==> src/rtl/vec_mem_pkg.sv <==
// Shared constants, vector type and sequencer state encoding for vector memory ops.
// Latency: n/a (types and constants only).
// Backpressure: n/a.
package vec_mem_pkg;

  localparam int LANES  = 16;
  localparam int DATA_W = 16;
  localparam int ADDR_W = 16;
  localparam int REG_W  = 5;
  localparam int CNT_W  = $clog2(LANES);

  typedef logic [LANES-1:0][DATA_W-1:0] vec_t;

  typedef enum logic [2:0] {
    IDLE,
    LOAD,
    LOAD_WB,
    STORE,
    FINISH
  } seq_state_e;

endpackage

==> src/rtl/vec_lane_gather.sv <==
// Indexed capture register: writes each returning read word into the lane it was issued for.
// Latency: word lands in the buffer two edges after its read is issued (1 memory + 1 capture).
// Backpressure: none; a skipped issue cycle simply produces no capture.
module vec_lane_gather #(
  parameter int LANES  = vec_mem_pkg::LANES,
  parameter int DATA_W = vec_mem_pkg::DATA_W,
  parameter int IDX_W  = $clog2(LANES)
) (
  input  logic                         clk,
  input  logic                         rst,
  input  logic                         cap_en_i,
  input  logic [IDX_W-1:0]             lane_idx_i,
  input  logic [DATA_W-1:0]            rdata_i,
  output logic [LANES-1:0][DATA_W-1:0] lanes_o
);

  logic                         pend_q;
  logic [IDX_W-1:0]             idx_q;
  logic [LANES-1:0][DATA_W-1:0] lanes_q;
  logic [LANES-1:0][DATA_W-1:0] lanes_d;

  // Drop the returning word into the lane that was issued one cycle earlier.
  always_comb begin
    lanes_d = lanes_q;
    if (pend_q) begin
      lanes_d[idx_q] = rdata_i;
    end
  end

  // Track the in-flight read and hold the gathered vector; reset discards partial lanes.
  always_ff @(posedge clk) begin
    if (!rst) begin
      pend_q  <= 1'b0;
      idx_q   <= '0;
      lanes_q <= '0;
    end else begin
      pend_q  <= cap_en_i;
      idx_q   <= lane_idx_i;
      lanes_q <= lanes_d;
    end
  end

  assign lanes_o = lanes_q;

endmodule

==> src/rtl/vec_mem_sequencer.sv <==
// Moves one full vector between the scalar data-memory port and the vector register file.
// Latency: load done 18 cycles after start, store done 17, each stall cycle in LOAD/STORE adds one.
// Backpressure: stall suppresses strobes and freezes the lane counter; start ignored while busy.
module vec_mem_sequencer #(
  parameter int LANES  = vec_mem_pkg::LANES,
  parameter int DATA_W = vec_mem_pkg::DATA_W,
  parameter int ADDR_W = vec_mem_pkg::ADDR_W,
  parameter int REG_W  = vec_mem_pkg::REG_W
) (
  input  logic                         clk,
  input  logic                         rst,
  input  logic                         start,
  input  logic                         is_store,
  input  logic [ADDR_W-1:0]            base_addr,
  input  logic [REG_W-1:0]             rd,
  input  logic [LANES-1:0][DATA_W-1:0] store_data,
  input  logic                         stall,
  input  logic [DATA_W-1:0]            mem_rdata,
  output logic [ADDR_W-1:0]            mem_addr,
  output logic                         mem_re,
  output logic                         mem_we,
  output logic [DATA_W-1:0]            mem_wdata,
  output logic                         vreg_we,
  output logic [REG_W-1:0]             vreg_waddr,
  output logic [LANES-1:0][DATA_W-1:0] vreg_wdata,
  output logic                         busy,
  output logic                         done
);

  import vec_mem_pkg::*;

  localparam int CW = $clog2(LANES);

  seq_state_e                   state_q, state_d;
  logic [CW-1:0]                cnt_q, cnt_d;
  logic [ADDR_W-1:0]            base_q, base_d;
  logic [REG_W-1:0]             rd_q, rd_d;
  logic                         store_q, store_d;
  logic [LANES-1:0][DATA_W-1:0] sdata_q, sdata_d;
  logic                         last_lane;
  logic [ADDR_W-1:0]            lane_addr;

  assign last_lane = (cnt_q == CW'(LANES - 1));
  // Address arithmetic truncates to ADDR_W, so the top of memory wraps to 0.
  assign lane_addr = base_q + ADDR_W'(cnt_q);

  // Next-state, lane counter and strobe decode; strobes only fire on non-stalled cycles.
  always_comb begin
    state_d = state_q;
    cnt_d   = cnt_q;
    base_d  = base_q;
    rd_d    = rd_q;
    store_d = store_q;
    sdata_d = sdata_q;
    mem_re  = 1'b0;
    mem_we  = 1'b0;
    done    = 1'b0;
    vreg_we = 1'b0;
    unique case (state_q)
      IDLE: begin
        if (start) begin
          base_d  = base_addr;
          rd_d    = rd;
          store_d = is_store;
          sdata_d = store_data;
          cnt_d   = '0;
          state_d = is_store ? STORE : LOAD;
        end
      end
      LOAD: begin
        if (!stall) begin
          mem_re = 1'b1;
          if (last_lane) state_d = LOAD_WB;
          else           cnt_d   = cnt_q + CW'(1);
        end
      end
      LOAD_WB: begin
        state_d = FINISH;
      end
      STORE: begin
        if (!stall) begin
          mem_we = 1'b1;
          if (last_lane) state_d = FINISH;
          else           cnt_d   = cnt_q + CW'(1);
        end
      end
      FINISH: begin
        done    = 1'b1;
        vreg_we = !store_q;
        state_d = IDLE;
      end
      default: begin
        state_d = IDLE;
      end
    endcase
  end

  // State and latched request; reset abandons any request in flight.
  always_ff @(posedge clk) begin
    if (!rst) begin
      state_q <= IDLE;
      cnt_q   <= '0;
      base_q  <= '0;
      rd_q    <= '0;
      store_q <= 1'b0;
      sdata_q <= '0;
    end else begin
      state_q <= state_d;
      cnt_q   <= cnt_d;
      base_q  <= base_d;
      rd_q    <= rd_d;
      store_q <= store_d;
      sdata_q <= sdata_d;
    end
  end

  assign busy       = (state_q != IDLE);
  assign mem_addr   = (mem_re || mem_we) ? lane_addr : '0;
  assign mem_wdata  = mem_we ? sdata_q[cnt_q] : '0;
  assign vreg_waddr = rd_q;

  vec_lane_gather #(
    .LANES  (LANES),
    .DATA_W (DATA_W),
    .IDX_W  (CW)
  ) u_gather (
    .clk        (clk),
    .rst        (rst),
    .cap_en_i   (mem_re),
    .lane_idx_i (cnt_q),
    .rdata_i    (mem_rdata),
    .lanes_o    (vreg_wdata)
  );

endmodule
==> config.mk <==
export PLATFORM = sky130hd
export DESIGN_NAME = vec_mem_sequencer
export DESIGN_NICKNAME = d
export VERILOG_FILES = /design/src/rtl/vec_mem_pkg.sv /design/src/rtl/vec_lane_gather.sv /design/src/rtl/vec_mem_sequencer.sv
export SDC_FILE = /design/constraint.sdc
export NUM_CORES = 1
export LEC_CHECK = 0
export ABC_CLOCK_PERIOD_IN_PS = 3900
export CAP_MARGIN = 25
export CELL_PAD_IN_SITES_DETAIL_PLACEMENT = 0
export CELL_PAD_IN_SITES_GLOBAL_PLACEMENT = 1
export CORE_AREA = 5 5 227 229
export DETAILED_ROUTE_END_ITERATION = 8
export DIE_AREA = 0 0 232 234
export DONT_BUFFER_PORTS = 1
export PLACE_DENSITY_LB_ADDON = 0.1
export SYNTH_ARGS = -nofsm -noshare
export SYNTH_HDL_FRONTEND = slang
export SYNTH_HIERARCHICAL = 1
export SYNTH_SLANG_ARGS = --single-unit
==> constraint.sdc <==
create_clock -name clk -period 3.9 [get_ports clk]
set_clock_uncertainty 0.1 [all_clocks]
set_input_delay 0.39 -clock clk [delete_from_list [all_inputs] [get_ports clk]]
set_output_delay 0.39 -clock clk [all_outputs]
set_load 0.01 [all_outputs]
==> run summary, run 1 <==
Synthesis
• **Adder-Cell Fraction of Synth Area** 0.3834%
• **Post-Synth XOR/XNOR Area** 0.1220%
• **fraction of synthesized cell area taken by the top area cell type** 50.75%
• **synthesized area divided by synthesized cell count** 9.142 µm²
• **top cells by count, synth** nand2_1, dfxtp_1, a21oi_1
• **syn_nets** 2660
• **flop and latch count out of synthesis** 546
• **Synth cell types** 47
• **sequential area share after synthesis** 50.75%
• **ranking of synthesized cells by area** dfxtp_1, nand2_1, mux2i_1, a21oi_1, mux4_2
• **number of cells produced by synthesis** 2356
• **Syn Std Cell Area** 21540 µm²
• **share of synthesized flip-flops with an asynchronous set or reset** 0%
• **multiplexer share of the synthesized area** 18.64%
• **combinational family with the most area after synthesis** multiplexers
• **prevailing post-synth register cell** dfxtp_1
• **total of warnings raised by yosys** 6
• **fraction of the mapped netlist area in compound gates** 8.743%
• **number of synthesized flops with an enable pin** 0
• **share of synthesized cell area in and, or, nand and nor gates** 17.28%
• **library cell with the largest summed area after synthesis** dfxtp_1
• **most used standard cell by instance count after synthesis** nand2_1

GRT
• **maximum number of pins on one net before global-route repair** 204
• **total congestion overflow after global routing** 0
• **wire length of the first global-routing pass** 111.3 mm
• **number of global-route vias before repair** 17550
• **initial antenna violation count** 10
• **total routing usage reported by global routing** 26.55%

Clocking
• **cell chosen for the clock root** clkbuf_16
• **clock-pin transition on the worst setup and hold timing paths** 0.06 ns
• **number of buffers between clock root and the deepest sink** 3
• **TritonCTS clock tree** yes
• **number of buffers created by CTS** 57
• **H-tree levels** 2
• **Clk Latency, worst-skew pair** 0.60 ns
• **TritonCTS sink count** 546
• **Gates resized, CTS repair** 0

Pwr
• **net switching power figure** 3.207 mW
• **part of the power in registers** 46.4%
• **combinational cell fraction of total power** 10.4%
• **Clk pwr share** 43.2%
• **power density normalized to cell area** 474.1 nW/µm²
• **peak supply drop** 0.3234 mV
• **leakage power** 10.20 nW
• **Int Power** 9.735 mW
• **switching share of total power** 24.78%
• **total power draw** 12.94 mW

Setup path
• **largest driver fanout on the critical path** 6
• **cell chain of the critical path** ha_1 > inv_1 > fa_1 > nand2b_1 > a211oi_1 > a31oi_1 > a41o_1
• **Data arrival, critical path** 3.16 ns
• **endpoint kind of the worst setup timing path** output port
• **data required time at the worst endpoint** 3.41 ns
• **critical path startpoint category** register
• **category of cells accounting for the largest share of critical-path delay** compound AO/OA/AOI/OAI gates
• **path type of the worst setup path** reg2out
• **CP Buf/Inv Count** 1
• **delay of the slowest cell on the worst path** 0.78 ns
• **Max stage delay cell, worst path** a211oi_1

Place
• **IO buf count** 0
• **routability cong.** 0.8680
• **post-detailed-placement half-perimeter wirelength** 52.19 mm
• **placed instance count** 2865

STA
• **total negative slack for setup checks** 0 ns
• **Final Cycle Share** 93.60%
• **unrepaired setup endpoints after global routing** no
• **min cycle time layout** 3.650 ns
• **fmax** 273.9 MHz
• **slew at the pin closest to its max-slew limit** 1.070 ns
• **tightest slew margin relative to the limit** 28.52%
• **final setup violation count** 0
• **number of max-slew violations in the final report** 0
• **final hold violations** 0

Routing
• **count of unresolved DRC violations after routing** 0
• **number of DRC markers in iteration 0** 1051
• **Final ANT Viol Nets** 0
• **total wire length after detailed routing** 76.54 mm
• **detailed-route via count** 17880
• **routed vias/inst** 5.387
• **wire length per cell after detailed routing** 23.05 µm
• **number of iterations in the first detailed-routing pass** 5

Die
• **Core Box Area** 49450 µm²
• **die outline area** 54290 µm²
• **overall die width** 232 µm
• **Starting Density** 43.55%
• **io pins** 596
• **row cnt** 82
• **Die Ht** 234 µm

Hold path
• **worst hold path class** in2reg

Layout
• **fill cell count** 4536
• **number of standard cells in the layout, taps in and fillers out** 3320
• **net count of the finished layout** 2899
• **Multi-input gate area** 9742 µm²
• **Storage cell area** 10940 µm²
• **area overhead of the layout relative to synthesis** 26.73%
• **proportion of layout cells with a drive suffix above 1** 7.768%

Run
• **max-cap violation count** 0

Status
• **result of the run** finished, final reports clean

==> logic make-up after synthesis <==
logic type      Yosys count
simple gates            935
flops                   546
compound gates          348
mux                     321
buf+inv                 197
fa+ha+maj                 6
xor+xnor                  3
==> final timing paths <==
path	depth (start not counted)	start	slack, ns	endpoint
worst max-delay path	7	cnt_q[0]$_SDFFE_PN0P_	0.25	mem_addr[14]
worst min-delay path	2	rst	0.07	vreg_waddr[1]$_SDFFE_PN0P_
worst max register to register	4	state_q[0]$_SDFFE_PN0P_	1.28	u_gather/pend_q$_SDFF_PN0_
worst min register to register	2	sdata_q[61]$_SDFFE_PN0P_	0.35	sdata_q[61]$_SDFFE_PN0P_
==> sequential cells by signal (all words and copies together), names as in the netlist <==
signal / count
base_q: 16
cnt_q: 4
sdata_q: 256
state_q: 3
store_q: 1
u_gather/idx_q: 4
u_gather/lanes_o: 256
u_gather/pend_q: 1
vreg_waddr: 5
==> layer usage <==
| metal | track usage [%] | up-vias | part of all wire, % |
|---|---|---|---|
| li1 | - | 8405 | - |
| met1 | 31.33 | 8756 | 39 |
| met2 | 46.45 | 596 | 49 |
| met3 | 8.318 | 123 | 8.3 |
| met4 | 8.327 | 4 | 3.3 |
| met5 | 0 | - | 0.039 |
==> layout by cell type (no fill, tap or decap), types with 4 or more instances in the layout <==
master,count
a211oi_1,5
a21oi_1,290
a22oi_1,32
and2_1,6
and3_1,4
buf_4,18
buf_8,5
clkbuf_1,12
clkbuf_16,60
clkbuf_8,19
clkinv_2,7
dfxtp_1,544
diode_2,9
dlygate4sd3_1,341
ha_1,5
inv_1,5
mux2i_1,257
mux4_2,64
nand2_1,858
nand2b_1,4
nand3_1,9
nand3b_1,4
nor2_1,14
nor2_2,9
o21ai_0,4
or3_1,6
or4_1,5
==> worst register-to-register path: stages (launching register included) <==
cell and delay, ns:
dfxtp_1 0.52, or3b_1 0.67, nor2_1 0.54, and2_1 0.20, dlygate4sd3_1 0.53
==> through the flow <==
| step | instance area (µm²) | setup slack, ns | utilization, % | hold WS (ns) |
|---|---|---|---|---|
| after floorplan | 21540 | 0.7618 | - | 0.3331 |
| after global placement | 21750 | 1.151 | 43.97 | 0.3381 |
| after detailed placement | 21880 | 1.093 | 44.24 | 0.3441 |
| after CTS | 27270 | 0.4218 | 55.14 | 0.02995 |
| after global routing | 27290 | 0.2289 | 55.18 | 0.1024 |
| final | 27290 | 0.2496 | 55.19 | 0.07128 |
==> power groups by stage <==
stage / clock, mW / sequential (mW) / combinational, mW
after floorplan: 0 / 6.06 / 0.862
after global placement: 0 / 6.11 / 1.04
after detailed placement: 0 / 6.12 / 1.06
after CTS: 5.72 / 6.00 / 1.35
after global routing: 5.93 / 6.03 / 1.48
final: 5.59 / 6.01 / 1.34
==> final cells by class <==
class                   instances  area share [%]
well taps                     672           3.080
flip-flops and latches        546           40.07
clock inverters                12          0.5226
diodes                          9         0.08251
repair buffers                371           13.82
clock buffers                  91           6.624
multi-input cells            1613           35.69
inverters                       6          0.1100
==> repair_timing <==
action	in CTS	in global routing
hold endpoints to repair	543	0
hold buffers	342	0
setup buffers	0	0
Note: power is estimated with default switching activity, not from simulation.
==> run 2, diff against run 1 <==
--- a/config.mk
+++ b/config.mk
@@ -15,2 +15,3 @@
 export DONT_BUFFER_PORTS = 1
+export GPL_ROUTABILITY_DRIVEN = 0
 export PLACE_DENSITY_LB_ADDON = 0.1
==> constraint.sdc (replaced) <==
create_clock -name clk -period 3.9 [get_ports clk]
set_clock_uncertainty 0.1 [all_clocks]
set_input_delay 0.585 -clock clk [delete_from_list [all_inputs] [get_ports clk]]
set_output_delay 0.585 -clock clk [all_outputs]
set_load 0.01 [all_outputs]
==> run 2 against run 1 <==
Net effect:
- fmax down 1.0%
- setup slack worse by 0.037 ns
- clock power down 4.8%
- clock-buffer cell count down 10
- worst hold slack worse by 0.037 ns
- via count down 5.8%
- critical endpoint is now mem_addr[10]
- design area down 7.9%
- routed wire length down 3.4%
==> run summary, run 2 (synthesis gave the netlist of run 1 again) <==
Status
• **result of the run** finished, final reports clean

Setup path
• **worst reg-to-reg path cell count** 4
• **Critical R2R Capture** sdata_q[127]$_SDFFE_PN0P_
• **largest driver fanout on the critical path** 25
• **cell chain of the critical path** inv_1 > fa_1 > nand2b_1 > a21o_1 > or4_1 > a21oi_1
• **path type of the worst setup path** reg2out
• **category of cells accounting for the largest share of critical-path delay** simple AND/OR/NAND/NOR gates
• **data required time at the worst endpoint** 3.21 ns
• **delay of the slowest cell on the worst path** 0.58 ns
• **Max stage delay cell, worst path** dfxtp_4
• **reg-to-reg critical path startpoint** state_q[1]$_SDFFE_PN0P_
• **critical path startpoint category** register
• **endpoint kind of the worst setup timing path** output port
• **CP Buf/Inv Count** 1
• **slack of the worst reg-to-reg path** 1.35 ns
• **Data arrival, critical path** 3.00 ns

Clocking
• **number of buffers between clock root and the deepest sink** 3
• **cell chosen for the clock root** clkbuf_16
• **Clk Latency, worst-skew pair** 0.60 ns
• **buffer count from post-CTS setup fixing** 0
• **number of buffers created by CTS** 56
• **clock-pin transition on the worst setup and hold timing paths** 0.06 ns
• **TritonCTS sink count** 546
• **H-tree levels** 2
• **TritonCTS clock tree** yes

Layout
• **commonest cells after routing, fill and taps aside** nand2_1, dfxtp_1, a21oi_1
• **area overhead of the layout relative to synthesis** 16.77%
• **most frequent standard cell in the layout excluding fill and tap cells** nand2_1
• **net count of the finished layout** 2697
• **final core utilization** 50.86%
• **proportion of layout cells with a drive suffix above 1** 8.350%
• **number of standard cells in the layout, taps in and fillers out** 3109

Run
• **max-cap violation count** 0

GRT
• **total congestion overflow after global routing** 0
• **total routing usage reported by global routing** 25.55%
• **most congested layer reported by global routing** met2
• **global-route met2 utilization** 43.99%
• **number of global-route vias before repair** 16170
• **initial antenna violation count** 6
• **wire length of the first global-routing pass** 105.4 mm
• **met1 capacity usage during global routing** 30.47%
• **maximum number of pins on one net before global-route repair** 283
• **met3 Track Usage GR** 8.645%

STA
• **tightest slew margin relative to the limit** 27.15%
• **fmax** 271.2 MHz
• **min cycle time layout** 3.688 ns
• **unrepaired setup endpoints after global routing** no
• **slew at the pin closest to its max-slew limit** 1.093 ns
• **final setup violation count** 0
• **number of max-slew violations in the final report** 0
• **Final Cycle Share** 94.55%
• **worst hold slack** 0.03433 ns
• **final hold violations** 0
• **total negative slack for setup checks** 0 ns

Pwr
• **net switching power figure** 3.116 mW
• **switching share of total power** 24.88%
• **Clk pwr share** 42.5%
• **leakage power** 9.445 nW
• **peak supply drop** 0.3035 mV
• **total power draw** 12.52 mW
• **Int Power** 9.408 mW
• **power density normalized to cell area** 498.0 nW/µm²
• **part of the power in registers** 48.0%
• **combinational cell fraction of total power** 9.5%

Routing
• **wire length per cell after detailed routing** 23.79 µm
• **routed vias/inst** 5.419
• **number of iterations in the first detailed-routing pass** 5
• **Final ANT Viol Nets** 0
• **total wire length after detailed routing** 73.97 mm
• **number of DRC markers in iteration 0** 1084
• **count of unresolved DRC violations after routing** 0
• **detailed-route via count** 16850

Hold path
• **worst hold path class** in2reg
• **HP Start** store_data[181]
• **Hold Crit Depth** 2
• **Worst Hold End** sdata_q[181]$_SDFFE_PN0P_

Die
• **row cnt** 82
• **Die Ht** 234 µm
• **die outline area** 54290 µm²
• **Starting Density** 43.55%
• **Core Box Area** 49450 µm²
• **io pins** 596
• **overall die width** 232 µm

Place
• **placed instance count** 2866
• **IO buf count** 0
• **post-detailed-placement half-perimeter wirelength** 52.90 mm

## run 2: changes by cell type in the layout (fill, tap and decap cells not counted), moves of 2 or more
cell / previous run / this run
diode_2: 9 / 6
clkbuf_1: 12 / 10
buf_12: 3 / 5
clkinv_2: 7 / 10
dlygate4sd3_1: 341 / 138
clkbuf_16: 60 / 57
clkbuf_8: 19 / 14
## run 2: area by class of cell
type	count	area, µm²
Clock buffer	81	1657
Tap cell	672	840.8
Fill cell	4728	24300
Sequential cell	546	10940
Antenna cell	6	15.01
Timing Repair Buffer	170	1767
Multi-Input combinational cell	1613	9747
Clock inverter	15	156.4
Inverter	6	30.03
## run 2: how the worst max path moves through the flow
stage,startpoint,endpoint,slack (ns),cells past startpoint
after global placement,cnt_q[1]$_SDFFE_PN0P_,mem_addr[12],0.74,6
after detailed placement,cnt_q[1]$_SDFFE_PN0P_,mem_addr[12],0.69,6
after CTS,cnt_q[1]$_SDFFE_PN0P_,mem_addr[12],0.05,6
final,cnt_q[1]$_SDFFE_PN0P_,mem_addr[10],0.21,6
after floorplan,cnt_q[1]$_SDFFE_PN0P_,mem_addr[10],0.57,8
after global routing,cnt_q[1]$_SDFFE_PN0P_,mem_addr[10],0.07,6
## run 2: metrics by stage
| stage | worst slack (ns) | cell area (µm²) |
|---|---|---|
| CTS | 0.04580 | 25080 |
| detailed placement | 0.6927 | 21890 |
| floorplan | 0.5668 | 21540 |
| global route | 0.07375 | 25140 |
| global placement | 0.7427 | 21790 |
| finish | 0.2125 | 25150 |
## run 2: what timing repair did
item                                    CTS  global route
resized for setup                         0             1
hold endpoints to repair                138             0
hold buffers                            138             0
endpoints found under the setup margin    0             3
## run 2: worst reg2reg max path: cells and delay by family, from the launching register on
kind	cells	cell delay (ns)
compound gates	1	0.17
simple gates	2	1.03
buf+inv	1	0.65
flops	1	0.53
## run 2: routing by layer
metal,wire length [µm],share of wire [%]
met4,2245,3.0
met2,36040,49
met3,6611,8.9
met5,52,0.070
met1,29030,39
## run 2: power by group through the flow
stage                     Sequential (mW)  Clock, mW  Combinational [mW]
after CTS                            6.01       5.44                1.20
after global placement               6.12          0                1.05
after detailed placement             6.13          0                1.08
after floorplan                      6.06          0               0.862
final                                6.01       5.32                1.19
after global routing                 6.04       5.66                1.32
==> edit 1: new RTL, settings of run 1 <==
Take the reset off `rd_q` and `sdata_q` and load them in a clocked block of their own.
--- a/src/rtl/vec_mem_sequencer.sv
+++ b/src/rtl/vec_mem_sequencer.sv
@@ -101,17 +101,18 @@
       state_q <= IDLE;
       cnt_q   <= '0;
       base_q  <= '0;
-      rd_q    <= '0;
       store_q <= 1'b0;
-      sdata_q <= '0;
     end else begin
       state_q <= state_d;
       cnt_q   <= cnt_d;
       base_q  <= base_d;
-      rd_q    <= rd_d;
       store_q <= store_d;
-      sdata_q <= sdata_d;
     end
+  end
+
+  always_ff @(posedge clk) begin
+    rd_q    <= rd_d;
+    sdata_q <= sdata_d;
   end
 
   assign busy       = (state_q != IDLE);
Function: changed (Yosys sat finds a counterexample within 4 cycles, from zero or initial values and one cycle with rst low).
==> edit 1 against run 1 <==
  * Wire length decreased by 12%
  * Worst setup slack improved by 250 ps
  * Fmax increased by 7.3%
  * Critical endpoint is now mem_addr[12]
  * Synthesized area decreased by 4.9%
  * Total power decreased by 1.5%
  * Highest routed layer unchanged
  * Sequential cell count unchanged
  * Design area decreased by 2.6%
==> edit 1: results <==
group,metric,value,unit
status,outcome,"finished, final reports clean",
clock_network,cts_hold_buf,345,
global_route,met2_usage,41.8,%
routing,m1WireLength,24900,µm
routing,drt_iter0_drc,935,
power,p_int,0.00982,W
routing,met2_length,34700,µm
yosys,synth_area_leaders,"edfxtp_1 (38%), dfxtp_1 (28%), mux2i_1 (13%), mux4_2 (7.0%), nand2_1 (6.1%)",
yosys,synthCells,1483,
final_layout,nets,2118,
yosys,seq_area_frac_synth,66.1,%
yosys,synth_compound_area_share,2.68,%
timing,worst_slew_pin_slew,1110,ps
routing,drt_pre_antenna_iters,6,
placement,dp_hpwl,44400,µm
clock_network,cts_made_buffers,57,
power,comb-power,0.000911,W
power,p_leak,9.45,nW
clock_network,ctsHtreeMaxLevel,2,
routing,via_per_inst,5.34,
worst_setup_path,critPathMaxFanout,5,
yosys,synth_xor_area_share,0.214,%
routing,routed_wl,67700,µm
yosys,synth_warnings,6,
global_route,grt_max_degree,201,
global_route,groute.usage.overall,23.6,%
yosys,synth_fp_nets,1787,
power,vdd_drop_max,0.000478,V
global_route,groute.layer.met3.usage,8.08,%
worst_setup_path,crit_arrival,2910,ps
yosys,synth.area.mux_share,19.6,%
placement,gp_congestion,0.804,
global_route,first_global_vias,13916,
global_route,antenna_found_initial,19,
final_layout,layout-drive-gt1-share,10.6,%
routing,wl_met3,6290,µm
power,pwr-share-clk,41.8,%
global_route,grt_pass1_wl,95600,µm
yosys,synth-edff-count,261,
yosys,synth_commonest_cells,"nand2_1 (335), dfxtp_1 (285), edfxtp_1 (261), mux2i_1 (257), mux4_2 (64)",
yosys,synth_cell_types,49,
global_route,use_met1,27.5,%
-- edit 1: cell types whose count changed in the layout (fill, tap and decap cells not counted), moves of 3 or more --
cell,run 1,this run
edfxtp_1,0,261
clkbuf_8,19,7
clkinv_2,7,10
diode_2,9,20
clkinvlp_4,0,5
clkbuf_16,60,57
a21oi_1,290,29
dlygate4sd3_1,341,344
nand2_1,858,335
dfxtp_1,544,283
clkinv_1,0,6
-- edit 1: through the flow --
step           setup slack (ps)  instance area [µm²]  instances  total power [W]
6_report                    498                26600       2552           0.0127
5_1_grt                     285                26600       2551           0.0132
4_1_cts                     446                26500       2531           0.0128
3_5_place_dp               1120                21200       2081          0.00723
3_3_place_gp               1130                21100       2074          0.00719
2_1_floorplan               447                20500       1483          0.00705
-- edit 1: path summary, 6_finish.rpt --
| path | start | to | slack [ps] | depth (start not counted) |
|---|---|---|---|---|
| setup / recovery | cnt_q[0]$_SDFFE_PN0P_ | mem_addr[12] | 500 | 7 |
| hold / removal | is_store | state_q[1]$_SDFFE_PN0P_ | 50 | 4 |
| setup reg to reg | state_q[1]$_SDFFE_PN0P_ | cnt_q[0]$_SDFFE_PN0P_ | 740 | 6 |
| hold reg to reg | base_q[0]$_SDFFE_PN0P_ | base_q[0]$_SDFFE_PN0P_ | 360 | 2 |
-- edit 1: worst max-delay path, stage by stage (launching register included) --
cell and delay (ps):
dfxtp_4 400, ha_1 200, inv_1 60, fa_1 390, nand2b_1 260, a211o_1 340, or4_1 470, o21ai_0 170
-- edit 1: cell type report --
cell class                      instances  area [µm²]
Antenna cell                           20        50.0
Clock buffer                           75        1560
Clock inverter                         30         260
Fill cell                            4113       22900
Inverter                                7        33.8
Multi-Input combinational cell        829        6460
Sequential cell                       546       13600
Tap cell                              672         841
Timing Repair Buffer                  373        3830
==> edit 2: new RTL, flow settings as in run 1 <==
Made on the original files. Set the package constant `ADDR_W` to 15 (it was 16).
--- a/src/rtl/vec_mem_pkg.sv
+++ b/src/rtl/vec_mem_pkg.sv
@@ -5,7 +5,7 @@
 
   localparam int LANES  = 16;
   localparam int DATA_W = 16;
-  localparam int ADDR_W = 16;
+  localparam int ADDR_W = 15;
   localparam int REG_W  = 5;
   localparam int CNT_W  = $clog2(LANES);
 
Interface: changed (resized base_addr and mem_addr); port bits go from 596 to 594. No check against the original RTL was run, so the function may have changed too.
==> edit 2 against run 1 <==
  * The flow now stops in clock tree synthesis
  * Synthesized area is 3.7% higher
==> edit 2: results <==
group,metric,value,unit
status,outcome,"aborted with a tool error",
status,lastStage,"clock tree synthesis",
status,error_line,"[ERROR RSZ-0060] Max buffer count reached.",
yosys,synth_cell_types,50,
placement,dp_hpwl,52800,µm
clock_network,cts_root_buf,"clkbuf_16",
placement,dpl_worst_slack,1150,ps
yosys,synth_fp_nets,2652,
placement,place_inst,2855,
clock_network,cts_made_buffers,57,
yosys,seq_area_frac_synth,48.8,%
yosys,synth_warnings,6,
yosys,synthCells,2349,
clock_network,ctsHtreeMaxLevel,2,
placement,gp_congestion,0.830,
yosys,synthArstFlopShare,0,%
clock_network,cts.sinks,545,
placement,port_buffers,0,
clock_network,post-cts-setup-buffers,0,
yosys,synth_area_leaders,"dfxtp_1 (49%), nand2_1 (14%), mux2i_1 (12%), a21boi_0 (7.9%), mux4_2 (6.5%)",
yosys,synth_commonest_cells,"nand2_1 (850), dfxtp_1 (545), mux2i_1 (257), a21boi_0 (236), clkbuf_1 (92)",
clock_network,cts_hold_buf,593,
clock_network,cts_resized,0,
clock_network,cts.path.max_buffers,3,
-- edit 2: logic make-up after synthesis --
| family | count (synthesis) | synth area share (%) |
|---|---|---|
| compound gates | 345 | 11.4 |
| xor+xnor | 4 | 0.157 |
| fa+ha+maj | 6 | 0.370 |
| buf+inv | 195 | 4.55 |
| flops | 545 | 48.8 |
| mux | 321 | 18.0 |
| simple gates | 933 | 16.8 |
-- edit 2: stage by stage --
step / util (%) / hold WS, ps / instance area [µm²]
floorplan: - / 332 / 22300
global placement: 45.3 / 340 / 22400
detailed placement: 45.5 / 343 / 22500
